<file path="src/rtl/div255_pkg.sv">
// Shared types and constants for the divide-by-255 sequencer and its benches.
package div255_pkg;

  typedef enum logic [2:0] {
    IDLE,
    LD_HI,
    LD_LO,
    RD_HI,
    RD_LO,
    DONE
  } seq_state_t;

  localparam logic [31:0] DIVISOR = 32'd255;
  localparam logic [31:0] QMAX    = 32'h01010101;

endpackage

</file>
<file path="src/rtl/div255_seq_if.sv">
// Request/response handshake plus datapath bus between a requester and div255_seq.
interface div255_seq_if;

  logic        in_valid;
  logic        in_ready;
  logic [31:0] in_dividend;
  logic        out_valid;
  logic        out_ready;
  logic [31:0] out_quotient;
  logic        busy;
  logic [15:0] dp_x;
  logic        dp_flg1;
  logic        dp_flg2;
  logic        dp_flg3;
  logic        dp_flg4;
  logic [15:0] dp_y;

  // master is the requester side, which also hosts the external datapath
  modport master (
    output in_valid, in_dividend, out_ready, dp_y,
    input  in_ready, out_valid, out_quotient, busy,
    input  dp_x, dp_flg1, dp_flg2, dp_flg3, dp_flg4
  );

  modport slave (
    input  in_valid, in_dividend, out_ready, dp_y,
    output in_ready, out_valid, out_quotient, busy,
    output dp_x, dp_flg1, dp_flg2, dp_flg3, dp_flg4
  );

endinterface

</file>
<file path="src/rtl/div255_seq_phase_timer.sv">
// Phase-length counter: reloads on load and flags the final cycle of each phase.
module phase_timer #(
  parameter int unsigned SETTLE = 2
) (
  input  logic clk,
  input  logic rst,
  input  logic load,
  output logic last
);

  localparam logic [3:0] RELOAD = 4'(SETTLE - 1);

  logic [3:0] count;

  always_ff @(posedge clk or negedge rst) begin
    if (!rst) begin
      count <= 4'd0;
    end else if (load) begin
      count <= RELOAD;
    end else if (count != 4'd0) begin
      count <= count - 4'd1;
    end
  end

  assign last = (count == 4'd0);

endmodule

</file>
<file path="src/rtl/div255_seq.sv">
// Sequencer driving the four phase flags of the shared divide-by-255 datapath.
module div255_seq
  import div255_pkg::*;
#(
  parameter int unsigned SETTLE = 2
) (
  input  logic         clk,
  input  logic         rst,
  div255_seq_if.slave  bus
);

  seq_state_t  state;
  seq_state_t  next_state;
  logic        load;
  logic        last;
  logic [31:0] dividend;
  logic [15:0] q_hi;
  logic [15:0] q_hi_out;
  logic [15:0] q_lo;
  logic [15:0] dp_x_next;
  logic [15:0] dp_x_reg;
  logic        flg1, flg2, flg3, flg4;
  logic        in_ready_reg, out_valid_reg, busy_reg;

  phase_timer #(.SETTLE(SETTLE)) u_timer (
    .clk  (clk),
    .rst  (rst),
    .load (load),
    .last (last)
  );

  always_ff @(posedge clk or negedge rst) begin
    if (!rst) state <= IDLE;
    else      state <= next_state;
  end

  // in_ready is only high in IDLE, so in_valid there is the accept
  always_comb begin
    next_state = state;
    load       = 1'b0;
    case (state)
      IDLE:  if (bus.in_valid) begin next_state = LD_HI; load = 1'b1; end
      LD_HI: if (last)         begin next_state = LD_LO; load = 1'b1; end
      LD_LO: if (last)         begin next_state = RD_HI; load = 1'b1; end
      RD_HI: if (last)         begin next_state = RD_LO; load = 1'b1; end
      RD_LO: if (last)         next_state = DONE;
      DONE:  if (bus.out_ready) next_state = IDLE;
      default:                 next_state = IDLE;
    endcase
  end

  // On the accept edge the dividend register is not yet loaded, so bypass it
  always_comb begin
    dp_x_next = 16'h0000;
    case (next_state)
      LD_HI:   dp_x_next = (state == IDLE) ? bus.in_dividend[31:16] : dividend[31:16];
      LD_LO:   dp_x_next = dividend[15:0];
      default: dp_x_next = 16'h0000;
    endcase
  end

  always_ff @(posedge clk or negedge rst) begin
    if (!rst) begin
      dividend      <= 32'd0;
      q_hi          <= 16'h0000;
      q_hi_out      <= 16'h0000;
      q_lo          <= 16'h0000;
      dp_x_reg      <= 16'h0000;
      flg1          <= 1'b0;
      flg2          <= 1'b0;
      flg3          <= 1'b0;
      flg4          <= 1'b0;
      in_ready_reg  <= 1'b1;
      out_valid_reg <= 1'b0;
      busy_reg      <= 1'b0;
    end else begin
      if (state == IDLE && bus.in_valid) dividend <= bus.in_dividend;
      if (state == RD_HI && last) q_hi <= bus.dp_y;
      // Both halves of the visible quotient update together, at the final capture
      if (state == RD_LO && last) begin
        q_hi_out <= q_hi;
        q_lo     <= bus.dp_y;
      end
      dp_x_reg      <= dp_x_next;
      flg1          <= (next_state == LD_HI);
      flg2          <= (next_state == LD_LO);
      flg3          <= (next_state == RD_HI);
      flg4          <= (next_state == RD_LO);
      in_ready_reg  <= (next_state == IDLE);
      out_valid_reg <= (next_state == DONE);
      busy_reg      <= (next_state != IDLE);
    end
  end

  assign bus.in_ready     = in_ready_reg;
  assign bus.out_valid    = out_valid_reg;
  assign bus.busy         = busy_reg;
  assign bus.out_quotient = {q_hi_out, q_lo};
  assign bus.dp_x         = dp_x_reg;
  assign bus.dp_flg1      = flg1;
  assign bus.dp_flg2      = flg2;
  assign bus.dp_flg3      = flg3;
  assign bus.dp_flg4      = flg4;

endmodule
</file>
<file path="src/flat_wrapper.sv">
// flat-port wrapper written by rule: the top's interface ports become plain ports
module div255_seq_flat import div255_pkg::*;
#(
  parameter int unsigned SETTLE = 2
)
  (clk, rst, bus_in_valid, bus_in_dividend, bus_out_ready, bus_dp_y, bus_in_ready, bus_out_valid, bus_out_quotient, bus_busy, bus_dp_x, bus_dp_flg1, bus_dp_flg2, bus_dp_flg3, bus_dp_flg4);
  div255_seq_if bus_i ();
  input  logic clk;
  input  logic rst;
  input wire logic [$bits(bus_i.in_valid)-1:0] bus_in_valid;
  input wire logic [$bits(bus_i.in_dividend)-1:0] bus_in_dividend;
  input wire logic [$bits(bus_i.out_ready)-1:0] bus_out_ready;
  input wire logic [$bits(bus_i.dp_y)-1:0] bus_dp_y;
  output wire logic [$bits(bus_i.in_ready)-1:0] bus_in_ready;
  output wire logic [$bits(bus_i.out_valid)-1:0] bus_out_valid;
  output wire logic [$bits(bus_i.out_quotient)-1:0] bus_out_quotient;
  output wire logic [$bits(bus_i.busy)-1:0] bus_busy;
  output wire logic [$bits(bus_i.dp_x)-1:0] bus_dp_x;
  output wire logic [$bits(bus_i.dp_flg1)-1:0] bus_dp_flg1;
  output wire logic [$bits(bus_i.dp_flg2)-1:0] bus_dp_flg2;
  output wire logic [$bits(bus_i.dp_flg3)-1:0] bus_dp_flg3;
  output wire logic [$bits(bus_i.dp_flg4)-1:0] bus_dp_flg4;
  assign bus_i.in_valid = bus_in_valid;
  assign bus_i.in_dividend = bus_in_dividend;
  assign bus_i.out_ready = bus_out_ready;
  assign bus_i.dp_y = bus_dp_y;
  assign bus_in_ready = bus_i.in_ready;
  assign bus_out_valid = bus_i.out_valid;
  assign bus_out_quotient = bus_i.out_quotient;
  assign bus_busy = bus_i.busy;
  assign bus_dp_x = bus_i.dp_x;
  assign bus_dp_flg1 = bus_i.dp_flg1;
  assign bus_dp_flg2 = bus_i.dp_flg2;
  assign bus_dp_flg3 = bus_i.dp_flg3;
  assign bus_dp_flg4 = bus_i.dp_flg4;
  div255_seq #(.SETTLE(SETTLE)) u_core (.clk(clk), .rst(rst), .bus(bus_i));
endmodule
</file>
<file path="config.mk">
export PLATFORM = sky130hd
export DESIGN_NAME = div255_seq_flat
export DESIGN_NICKNAME = d
export VERILOG_FILES = /design/src/rtl/div255_pkg.sv /design/src/rtl/div255_seq_if.sv /design/src/rtl/div255_seq_phase_timer.sv /design/src/rtl/div255_seq.sv /design/src/flat_wrapper.sv
export SDC_FILE = /design/constraint.sdc
export NUM_CORES = 1
export LEC_CHECK = 0
export BUFFER_PORTS_ARGS = -buffer_cell sky130_fd_sc_hd__buf_2
export CAP_MARGIN = 40
export CORE_AREA = 3 3 127 129
export DETAILED_ROUTE_END_ITERATION = 16
export DIE_AREA = 0 0 130 132
export HOLD_SLACK_MARGIN = 0.03
export SYNTH_ARGS = -nofsm -noshare
export SYNTH_HDL_FRONTEND = slang
export SYNTH_HIERARCHICAL = 1
export SYNTH_SLANG_ARGS = --single-unit
</file>
<file path="constraint.sdc">
create_clock -name clk -period 2.3 [get_ports clk]
set_input_delay 0.115 -clock clk [delete_from_list [all_inputs] [get_ports clk]]
set_output_delay 0.115 -clock clk [all_outputs]
set_load 0.01 [all_outputs]
</file>
==> impl_metrics.ini <==
[clock_tree]
post_cts_resized = 0
cts-root-buf = clkbuf_16
cts_num_sinks = 110
cts_buffers = 9
clk_transition_reported_paths_ns = 0.07
cts_tree = yes
cts_buffer_depth = 2
clock_latency_ns = 0.34
h-tree-depth = 3

[logic_synthesis]
synth_edf_count = 0
synthFlopType = dfrtp_1
synth.area.top_cells = dfrtp_1 61%, mux2_1 20%, mux2i_1 4.0%
yosysUniqueCellTypes = 37
synth.cell_area_um2 = 4470
synthArstFlopShare = 1.00
yosysTopAreaCell = dfrtp_1
syn_area_per_cell_um2 = 15.1
synth_common_cells = 109 x dfrtp_1, 80 x mux2_1, 18 x mux2i_1
synth_warnings = 6
syn_nets = 350
seq_area_frac_synth = 0.615
synth.most_common_cell = dfrtp_1
synth-seq-cells = 110
synth_top_area_frac = 0.610
syn_inst = 296

[routing]
drtPass1Iterations = 3
wl_per_cell_um = 14.1
routed_wl_mm = 9.15
via_count = 2888
drc = 0
vias_per_cell = 4.46
ant_nets = 0
initialDrtViolationCount = 71

[worst_setup_path]
slowest_stage = a2111o_1
crit_required_ns = 2.53
cp.depth = 7
critPathBufInv = 2
critPathCaptureType = flop
cp-start-kind = flop
cp_max_fo = 8
critPathMaxStageDelay_ns = 0.41
criticalPathCategory = flop to flop
path_cells = inv_1 > ha_1 > nor3b_4 > buf_4 > mux2_2 > mux2_2 > a2111o_1
cp_data_arrival_time_ns = 2.30
r2r_start = u_core/u_timer/count[0]$_DFFE_PN0P_
path_common_cell = mux2_2
critPathTopFamily = multiplexers
r2r_cells = 7
ff2ff_setup_slack_ns = 0.22
regToRegEndpoint = u_core/bus.busy$_DFF_PN0_

[global_route]
grt_pass1_wl_mm = 15.2
grt-ovfl-total = 0
grt_pass1_vias = 3139
antenna_found_initial = 0
grt_max_degree = 54
track_usage = 0.110

[timing]
rsz0062_at_grt = no
slew_viol_final = 0
finClkSkew_ns = 0.00535
whs_ns = 0.106
worst_slew_pin_slew_ns = 0.538
hold_viol_final = 0
tns_ns = 0
fin_crit_sh = 0.903
finalSetupViolations = 0
fmax_mhz = 482
min_period_ns = 2.08
relSlewSlack = 0.641

[placed_design]
port-buffer-count = 106
dp_hpwl_mm = 6.19
placed_area_um2 = 5250
place_congestion = 0.658

[pwr]
ir_drop_mv = 0.595
power.leakage_nw = 2.84
powerDensity_nw_per_um2 = 1310

[status]
outcome = finished, final reports clean

[worst_hold_path]
holdPathStages = 4
holdCritStartpoint = bus_out_ready
hp-class = input pin to flop
hold_path_end = u_core/bus.out_valid$_DFF_PN0_

[layout]
fin_nets = 509
syn2layout_area_growth_pct = 36.5
largest_reg_flops = 32
layout-drive-gt1-share = 0.307
finalInstanceArea_um2 = 6110
regMostFlops = u_core/dividend
n_antenna_cell = 0

[die]
core_um2 = 15100
dieArea_um2 = 17200
die_h_um = 132
num_io_pins = 107
start_util = 0.295
row_count = 45
die_x_um = 130

[job]
cap_violations = 0
[metal layers]
metal | GRT usage | share of wire | vias up
met4 | 0.0450 | 0.017 | 0
met1 | 0.139 | 0.46 | 1435
met3 | 0.0263 | 0.044 | 12
met2 | 0.180 | 0.48 | 70
li1 | - | - | 1371
met5 | 0 | 0 | -
[worst min-delay path, delay by kind of cell]
kind	cells	cell delay, ns
and+or+nand+nor	2	0.09
AOI/OAI and AO/OA	1	0.11
buffers and inverters	1	0.10
[power by group]
group	total [W]	internal (W)	switching, W
Combinational	0.00280	0.00143	0.00137
Clock	0.00182	0.00110	0.000720
Sequential	0.00336	0.00287	0.000491
Total	0.00799	0.00541	0.00258
[placed cells by master (no fill, tap or decap), types with 2 or more instances in the layout]
cell / Yosys / final
a21oi_1: 5 / 5
buf_12: 0 / 4
buf_2: 8 / 105
buf_4: 4 / 7
bufinv_16: 0 / 3
clkbuf_16: 0 / 9
dfrtp_1: 109 / 109
dlygate4sd3_1: 0 / 49
ha_1: 2 / 2
inv_1: 4 / 4
mux2_1: 80 / 80
mux2_2: 2 / 2
mux2i_1: 18 / 18
nand2_1: 2 / 2
nand2b_1: 3 / 3
nand3b_1: 2 / 2
nor2_1: 6 / 6
nor2b_1: 4 / 4
nor3b_1: 2 / 2
o21ai_0: 3 / 3
o2bb2ai_1: 16 / 16
xnor2_1: 2 / 2
[worst max-delay path by stage]
stage	startpoint	to	slack, ns
after floorplan	u_core/u_timer/count[0]$_DFFE_PN0P_	u_core/bus.dp_x[0]$_DFF_PN0_	0.26
after global placement	u_core/u_timer/count[0]$_DFFE_PN0P_	u_core/q_lo[8]$_DFFE_PN0P_	0.16
after detailed placement	u_core/u_timer/count[0]$_DFFE_PN0P_	u_core/q_lo[9]$_DFFE_PN0P_	0.05
after CTS	u_core/u_timer/count[0]$_DFFE_PN0P_	u_core/q_lo[9]$_DFFE_PN0P_	0.04
after global routing	u_core/u_timer/count[1]$_DFFE_PN0P_	u_core/bus.in_ready$_DFF_PN1_	0.11
final	u_core/u_timer/count[0]$_DFFE_PN0P_	u_core/bus.busy$_DFF_PN0_	0.22
[stage by stage]
| step | total power [W] | utilization | worst slack, ns | std cells |
|---|---|---|---|---|
| after CTS | 0.00810 | 0.402 | 0.0450 | 646 |
| after floorplan | 0.00516 | - | 0.265 | 296 |
| after detailed placement | 0.00618 | 0.346 | 0.0513 | 581 |
| after global placement | 0.00605 | 0.346 | 0.161 | 581 |
| after global routing | 0.00857 | 0.403 | 0.112 | 648 |
| final | 0.00799 | 0.403 | 0.223 | 648 |
[logic make-up (layout without fill, tap and decap cells)]
logic type                 after synthesis  after routing  synth area share
DFF                                    110            110             0.615
xor gates and xnor gates                 2              2           0.00392
AOI/OAI and AO/OA                       32             32            0.0554
buffers and inverters                   21            185            0.0282
muxes                                  100            100             0.247
adders and majority gates                2              2           0.00559
and+or+nand+nor                         29             29            0.0447
[final cells by class]
| type | count | area [um2] |
|---|---|---|
| multi-input cells | 165 | 1600 |
| flip-flops and latches | 110 | 2750 |
| well taps | 188 | 235 |
| clock buffers | 10 | 239 |
| inverters | 4 | 15.0 |
| repair buffers | 165 | 1150 |
| clock inverters | 6 | 118 |
| fillers | 1405 | 9040 |
[what timing repair did]
| action | in CTS | in global routing |
|---|---|---|
| setup endpoints to repair | 0 | 32 |
| setup buffers | 0 | 2 |
| endpoints found under the hold margin | 88 | 0 |
| hold buffers | 49 | 0 |
(Power assumes the default switching activity.)
